### src/rtl/einstein_kbd_matrix.sv
// einstein_kbd_matrix
// Turns MiSTer ps2_key events into the Tatung Einstein 8x8 keyboard matrix
// and the separate modifier lines. It also drives the keypress line that the
// system core uses for its keyboard interrupt.
//
// Ports
//   clk_sys   in   system clock
//   reset     in   asynchronous, active-high
//   ps2_key   in   [10] toggle strobe, [9] pressed, [8] E0-extended, [7:0] set-2 code
//   kb_row    in   row select, active-low (several rows may be low at once)
//   kb_col    out  column sense, active-low, registered
//   kb_shift  out  active-low, low while either shift key is held
//   kb_ctrl   out  active-low
//   kb_graph  out  active-low
//   kb_down   out  high while a matrix key is held, with a short low gap on each new press
//   dbg_state out  current kb_down FSM state
//
// Event semantics: ps2_key has no valid/ready handshake. Each change of
// ps2_key[10] carries exactly one event. The block never stalls, so it
// accepts one event per clk_sys cycle.
module einstein_kbd_matrix #(
  parameter int NEWKEY_GAP = 2
) (
  input  logic        clk_sys,
  input  logic        reset,
  input  logic [10:0] ps2_key,
  input  logic [7:0]  kb_row,
  output logic [7:0]  kb_col,
  output logic        kb_shift,
  output logic        kb_ctrl,
  output logic        kb_graph,
  output logic        kb_down,
  output logic [1:0]  dbg_state
);

  localparam int CW = (NEWKEY_GAP < 2) ? 1 : $clog2(NEWKEY_GAP + 1);

  typedef enum logic [1:0] {IDLE = 2'd0, DOWN = 2'd1, GAP = 2'd2} state_t;

  // Key map: {valid, row[2:0], col[2:0]}, keyed on {ext, code}.
  function automatic logic [6:0] keymap(input logic [8:0] k);
    logic [6:0] m;
    m = 7'd0;
    case (k)
      9'h029: m = {1'b1, 6'o00};  9'h066: m = {1'b1, 6'o05};
      9'h076: m = {1'b1, 6'o06};  9'h05A: m = {1'b1, 6'o07};
      9'h01C: m = {1'b1, 6'o10};  9'h032: m = {1'b1, 6'o11};
      9'h021: m = {1'b1, 6'o12};  9'h023: m = {1'b1, 6'o13};
      9'h024: m = {1'b1, 6'o14};  9'h02B: m = {1'b1, 6'o15};
      9'h034: m = {1'b1, 6'o16};  9'h033: m = {1'b1, 6'o17};
      9'h043: m = {1'b1, 6'o20};  9'h03B: m = {1'b1, 6'o21};
      9'h042: m = {1'b1, 6'o22};  9'h04B: m = {1'b1, 6'o23};
      9'h03A: m = {1'b1, 6'o24};  9'h031: m = {1'b1, 6'o25};
      9'h044: m = {1'b1, 6'o26};  9'h04D: m = {1'b1, 6'o27};
      9'h015: m = {1'b1, 6'o30};  9'h02D: m = {1'b1, 6'o31};
      9'h01B: m = {1'b1, 6'o32};  9'h02C: m = {1'b1, 6'o33};
      9'h03C: m = {1'b1, 6'o34};  9'h02A: m = {1'b1, 6'o35};
      9'h01D: m = {1'b1, 6'o36};  9'h022: m = {1'b1, 6'o37};
      9'h035: m = {1'b1, 6'o40};  9'h01A: m = {1'b1, 6'o41};
      9'h016: m = {1'b1, 6'o42};  9'h01E: m = {1'b1, 6'o43};
      9'h026: m = {1'b1, 6'o44};  9'h025: m = {1'b1, 6'o45};
      9'h02E: m = {1'b1, 6'o46};  9'h036: m = {1'b1, 6'o47};
      9'h03D: m = {1'b1, 6'o50};  9'h03E: m = {1'b1, 6'o51};
      9'h046: m = {1'b1, 6'o52};  9'h045: m = {1'b1, 6'o53};
      9'h04E: m = {1'b1, 6'o54};  9'h055: m = {1'b1, 6'o55};
      9'h041: m = {1'b1, 6'o56};  9'h049: m = {1'b1, 6'o57};
      9'h04A: m = {1'b1, 6'o60};  9'h04C: m = {1'b1, 6'o61};
      9'h052: m = {1'b1, 6'o62};  9'h054: m = {1'b1, 6'o63};
      9'h05B: m = {1'b1, 6'o64};  9'h05D: m = {1'b1, 6'o65};
      9'h00E: m = {1'b1, 6'o66};  9'h00D: m = {1'b1, 6'o67};
      9'h16B: m = {1'b1, 6'o70};  9'h174: m = {1'b1, 6'o71};
      9'h172: m = {1'b1, 6'o72};  9'h175: m = {1'b1, 6'o73};
      9'h005: m = {1'b1, 6'o74};  9'h006: m = {1'b1, 6'o75};
      9'h004: m = {1'b1, 6'o76};  9'h00C: m = {1'b1, 6'o77};
      default: m = 7'd0;
    endcase
    return m;
  endfunction

  // Stage 0: register the raw key. The first cycle after reset only primes
  // the previous-toggle register, so whatever ps2_key[10] holds then is not an event.
  logic [10:0] key_q;
  logic        tog_q, armed_q, ev0;

  always_ff @(posedge clk_sys or posedge reset) begin
    if (reset) begin
      key_q   <= '0;
      tog_q   <= 1'b0;
      armed_q <= 1'b0;
    end else begin
      key_q   <= ps2_key;
      armed_q <= 1'b1;
      tog_q   <= armed_q ? key_q[10] : ps2_key[10];
    end
  end

  assign ev0 = armed_q & (key_q[10] ^ tog_q);

  // Stage 1: key map lookup and modifier decode.
  logic [6:0] lk;
  logic [3:0] mod0;  // {graph, ctrl, rshift, lshift}
  logic       s1_valid, s1_pressed, s1_mapped;
  logic [5:0] s1_rc;
  logic [3:0] s1_mod;

  assign lk      = keymap(key_q[8:0]);
  assign mod0[0] = (key_q[7:0] == 8'h12) & ~key_q[8];
  assign mod0[1] = (key_q[7:0] == 8'h59) & ~key_q[8];
  assign mod0[2] = (key_q[7:0] == 8'h14);
  assign mod0[3] = (key_q[7:0] == 8'h11);

  always_ff @(posedge clk_sys or posedge reset) begin
    if (reset) begin
      s1_valid   <= 1'b0;
      s1_pressed <= 1'b0;
      s1_mapped  <= 1'b0;
      s1_rc      <= '0;
      s1_mod     <= '0;
    end else begin
      s1_valid   <= ev0;
      s1_pressed <= key_q[9];
      s1_mapped  <= lk[6];
      s1_rc      <= lk[5:0];
      s1_mod     <= mod0;
    end
  end

  // Stage 2: matrix and modifier state. A new press is a 0->1 matrix
  // transition while some other key is already down. Typematic repeats of a
  // held key do not count as new presses.
  logic [63:0] mat;
  logic        lshift, rshift, ctrl, graph, np_q, any_key, new_press;

  assign any_key   = |mat;
  assign new_press = s1_valid & s1_mapped & s1_pressed & ~mat[s1_rc] & any_key;

  always_ff @(posedge clk_sys or posedge reset) begin
    if (reset) begin
      mat    <= '0;
      lshift <= 1'b0;
      rshift <= 1'b0;
      ctrl   <= 1'b0;
      graph  <= 1'b0;
      np_q   <= 1'b0;
    end else begin
      np_q <= new_press;
      if (s1_valid) begin
        if (s1_mod[0]) lshift <= s1_pressed;
        if (s1_mod[1]) rshift <= s1_pressed;
        if (s1_mod[2]) ctrl   <= s1_pressed;
        if (s1_mod[3]) graph  <= s1_pressed;
        if (s1_mapped) mat[s1_rc] <= s1_pressed;
      end
    end
  end

  assign kb_shift = ~(lshift | rshift);
  assign kb_ctrl  = ~ctrl;
  assign kb_graph = ~graph;

  // Column sense: OR every selected row of the matrix, then register the result.
  logic [7:0] col_n;

  always_comb begin
    col_n = 8'hFF;
    for (int r = 0; r < 8; r++)
      for (int c = 0; c < 8; c++)
        if (!kb_row[r] && mat[r*8+c]) col_n[c] = 1'b0;
  end

  always_ff @(posedge clk_sys or posedge reset) begin
    if (reset) kb_col <= 8'hFF;
    else       kb_col <= col_n;
  end

  // kb_down FSM. In GAP, the state lasts NEWKEY_GAP cycles after the last new press.
  state_t        state_q, state_n;
  logic [CW-1:0] cnt_q, cnt_n;

  always_ff @(posedge clk_sys or posedge reset) begin
    if (reset) begin
      state_q <= IDLE;
      cnt_q   <= '0;
    end else begin
      state_q <= state_n;
      cnt_q   <= cnt_n;
    end
  end

  always_comb begin
    state_n = state_q;
    cnt_n   = cnt_q;
    case (state_q)
      IDLE: if (any_key) state_n = DOWN;
      DOWN: begin
        if (!any_key) state_n = IDLE;
        else if (np_q) begin
          state_n = GAP;
          cnt_n   = CW'(NEWKEY_GAP);
        end
      end
      GAP: begin
        if (np_q) cnt_n = CW'(NEWKEY_GAP);
        else if (cnt_q <= CW'(1)) begin
          state_n = any_key ? DOWN : IDLE;
          cnt_n   = '0;
        end else cnt_n = cnt_q - CW'(1);
      end
      default: begin
        state_n = IDLE;
        cnt_n   = '0;
      end
    endcase
  end

  assign kb_down   = (state_q == DOWN);
  assign dbg_state = state_q;

endmodule

### config.mk
export PLATFORM = sky130hd
export DESIGN_NAME = einstein_kbd_matrix
export DESIGN_NICKNAME = d
export VERILOG_FILES = /design/src/rtl/einstein_kbd_matrix.sv
export SDC_FILE = /design/constraint.sdc
export NUM_CORES = 1
export LEC_CHECK = 0
export ABC_AREA = 1
export ABC_CLOCK_PERIOD_IN_PS = 5600
export CAP_MARGIN = 20
export CORE_MARGIN = 1
export CORE_UTILIZATION = 40
export DETAILED_ROUTE_END_ITERATION = 10
export GPL_ROUTABILITY_DRIVEN = 0
export PLACE_DENSITY_LB_ADDON = 0.08
export SLEW_MARGIN = 10
export SYNTH_ARGS = -nofsm -noshare
export SYNTH_HDL_FRONTEND = slang
export SYNTH_SLANG_ARGS = --single-unit
### constraint.sdc
create_clock -name clk_sys -period 5.6 [get_ports clk_sys]
set_input_delay 1.68 -clock clk_sys [delete_from_list [all_inputs] [get_ports clk_sys]]
set_output_delay 1.68 -clock clk_sys [all_outputs]
set_load 0.01 [all_outputs]
==> impl_metrics.tcl <==
set metrics [dict create \
    final_cells 1023 \
    firstDrtPassIters 5 \
    synth-compound-area-share_pct 22.70 \
    clock-root-buffer "clkbuf_16" \
    dieArea_mm2 0.01589 \
    wirelength_mm 18.57 \
    synth_seq_cells 107 \
    io_pins 35 \
    cts-resized-gates 0 \
    htree_levels 3 \
    cts_sinks 107 \
    drv_slew 0 \
    max-cap-violations 0 \
    yosys.area_share.simple_pct 24.00 \
    design_area_mm2 0.006877 \
    viasPerCell 5.785 \
    pwr-share-clk_pct 34.2 \
    dp_hpwl_mm 13.64 \
    worstPathMaxFanout 5 \
    drtIter0Drc 682 \
    synthXorXnorAreaFrac_pct 0 \
    total_power_mw 1.786 \
    skew_ps 8.401 \
    wl_per_cell_um 18.16 \
    core_area_mm2 0.01475 \
    min_period_over_period_pct 58.19 \
    multi_input_area_mm2 0.002940 \
    crit_type "register to output pin" \
    dp.cells 1006 \
    synth_area_per_cell_um2 7.572 \
    diodes 0 \
    rows 44 \
    cp-start-kind "register" \
    die_y_um 126.1 \
    clk_pin_slew_ps 80 \
    final_util_pct 46.61 \
    grt_pass1_wl_mm 29.95 \
    endpoint_kind "output pin" \
    route.detailed.drc 0 \
    final_common_cell "nand2_1" \
    cts_buffers 9 \
    cp.arrival_ps 1580 \
    ys_types 37 \
    dpl_cell_area_mm2 0.006588 \
    antenna_found_initial 0 \
    cts_tree "done" \
    dpl_worst_slack_ps 2360 \
    min_path_type "register to register" \
    synth-seq-area-share_pct 43.66 \
    internal_power_mw 1.238 \
    regArea_mm2 0.002688 \
    rrSetupSlack_ps 3220 \
    cp_data_required_time_ps 3920 \
    outcome "finished, final reports clean" \
    ys_top_cells_by_area "dfrtp_1 40%, nand2_1 9.3%, nor2_1 7.5%" \
    fin_crit_ps 3258 \
    hold_violations 0 \
    grt_max_degree 72 \
    muxShareOfSynthArea_pct 0.1829 \
    switching_share_pct 30.71 \
    clockBufferDepth 2 \
    synth_top_area_share_pct 40.24 \
    max_freq_ghz 0.3069 \
    syn_nets 838 \
    synthCells 813 \
    p_comb_share_pct 17.9 \
    gr-total-overflow 0 \
    yosys.area_share.adder_pct 0.8130 \
    cts_setup_buffers 0 \
    worst_slew_pin_slew_ps 986.9 \
    synth_top_family_by_area "simple AND/OR/NAND/NOR gates" \
    relSlewSlack_pct 33.85 \
    ys_warn_count 0 \
    pwr-share-seq_pct 47.9 \
    setup_ws_ps 2342 \
    start_util_pct 41.72 \
    cts_hold_buf 0 \
    ant_nets 0 \
    ir_worst_vdd_v 0.0001428 \
    setup_viol 0 \
    area_delta_synth_final_pct 11.71 \
    io_buffers 34 \
    tns_ps 0 \
    gr-usage-all-layers_pct 24.36 \
    die_w_um 126.1 \
    fillers 1488 \
    hold_ws_ps 352.8 \
    synth_area_leader_cell "dfrtp_1" \
    most-common-layout-cells "152 x nand2_1, 123 x nor2_1, 99 x dfrtp_1, 76 x a21oi_1, 72 x inv_1" \
    rsz0062_at_grt "no" \
    layout-drive-gt1-share_pct 8.939 \
    power_density_mw_per_mm2 259.7 \
    synth_area_mm2 0.006156 \
    p_leak_nw 3.096 \
    grt_pass1_vias 5442 \
    insertion_delay_ps 370 \
    vias 5918 \
    power.net_switching_uw 548.5 \
    fin_nets 859 \
]
[cell type report]
cell class	count	area share [%]
Timing Repair Buffer	40	5.659
Inverter	93	5.113
Sequential cell	107	39.08
Clock inverter	6	0.7096
Multi-Input combinational cell	583	42.76
Clock buffer	10	3.330
Tap cell	184	3.348
[synth_stat cells]
cell type / count
a2111oi_0: 6
a21oi_1: 76
a31oi_1: 57
buf_1: 1
buf_2: 8
buf_4: 11
buf_6: 2
clkbuf_1: 8
conb_1: 1
dfrtp_1: 99
dfstp_2: 8
ha_1: 4
inv_1: 74
inv_2: 19
mux2_2: 1
nand2_1: 152
nand2_2: 2
nand2_4: 1
nand3_1: 15
nand3b_1: 1
nand4_1: 10
nor2_1: 123
nor2_2: 5
nor2_4: 6
nor3_1: 8
nor3_2: 6
nor3_4: 4
nor4_1: 1
o2111ai_1: 1
o211a_1: 1
o211ai_1: 25
o21ai_0: 54
o21ai_1: 11
o21ai_2: 1
o221ai_1: 2
o22ai_1: 8
or2_1: 1
[power by group through the flow]
stage / combinational (mW) / sequential (mW) / clock, mW
global placement: 0.316 / 0.870 / 0
finish: 0.319 / 0.856 / 0.611
CTS: 0.319 / 0.856 / 0.628
detailed placement: 0.318 / 0.871 / 0
global route: 0.362 / 0.863 / 0.658
floorplan: 0.212 / 0.862 / 0
[state kept, by name (all words and copies together), names as in the netlist]
signal      count
mat            64
key_q          11
kb_col          8
s1_rc           6
s1_mod          4
cnt_q           2
dbg_state       2
armed_q         1
ctrl            1
graph           1
lshift          1
np_q            1
rshift          1
s1_mapped       1
s1_pressed      1
s1_valid        1
tog_q           1
[path summary, 6_finish.rpt]
| path | startpoint | endpoint | cells past startpoint |
|---|---|---|---|
| min | key_q[9]$_DFF_PP0_ | s1_pressed$_DFF_PP0_ | 0 |
| max | dbg_state[1]$_DFFE_PP0P_ | kb_down | 3 |
| min reg2reg | key_q[9]$_DFF_PP0_ | s1_pressed$_DFF_PP0_ | 0 |
| min in group asynchronous | reset | key_q[6]$_DFF_PP0_ | 2 |
| max in group asynchronous | reset | kb_col[2]$_DFF_PP1_ | 3 |
| max reg2reg | s1_rc[0]$_DFF_PP0_ | mat[9]$_DFFE_PP0P_ | 7 |
[per-layer routing]
layer / global-route usage [%] / wire length, um / vias up
met5: 0 / 0 / -
met4: 10.06 / 628 / 0
met3: 4.715 / 1162 / 47
met2: 39.91 / 8713 / 272
met1: 31.55 / 8070 / 2789
li1: - / - / 2810
[cells by family (layout without fill, tap and decap cells)]
| logic type | after synthesis | in the layout |
|---|---|---|
| buffers and inverters | 123 | 149 |
| AO/OA/AOI/OAI | 242 | 242 |
| AND/OR/NAND/NOR | 335 | 335 |
| flip-flops | 107 | 107 |
| multiplexers | 1 | 1 |
| adder cells (fa/ha/maj) | 4 | 4 |
| other | 1 | 1 |
[critical path: stages, from the launching register on]
cell,delay [ps]
dfrtp_1,430
inv_1,100
ha_1,160
clkdlybuf4s50_1,530
Note: power is estimated with default switching activity, not from simulation.
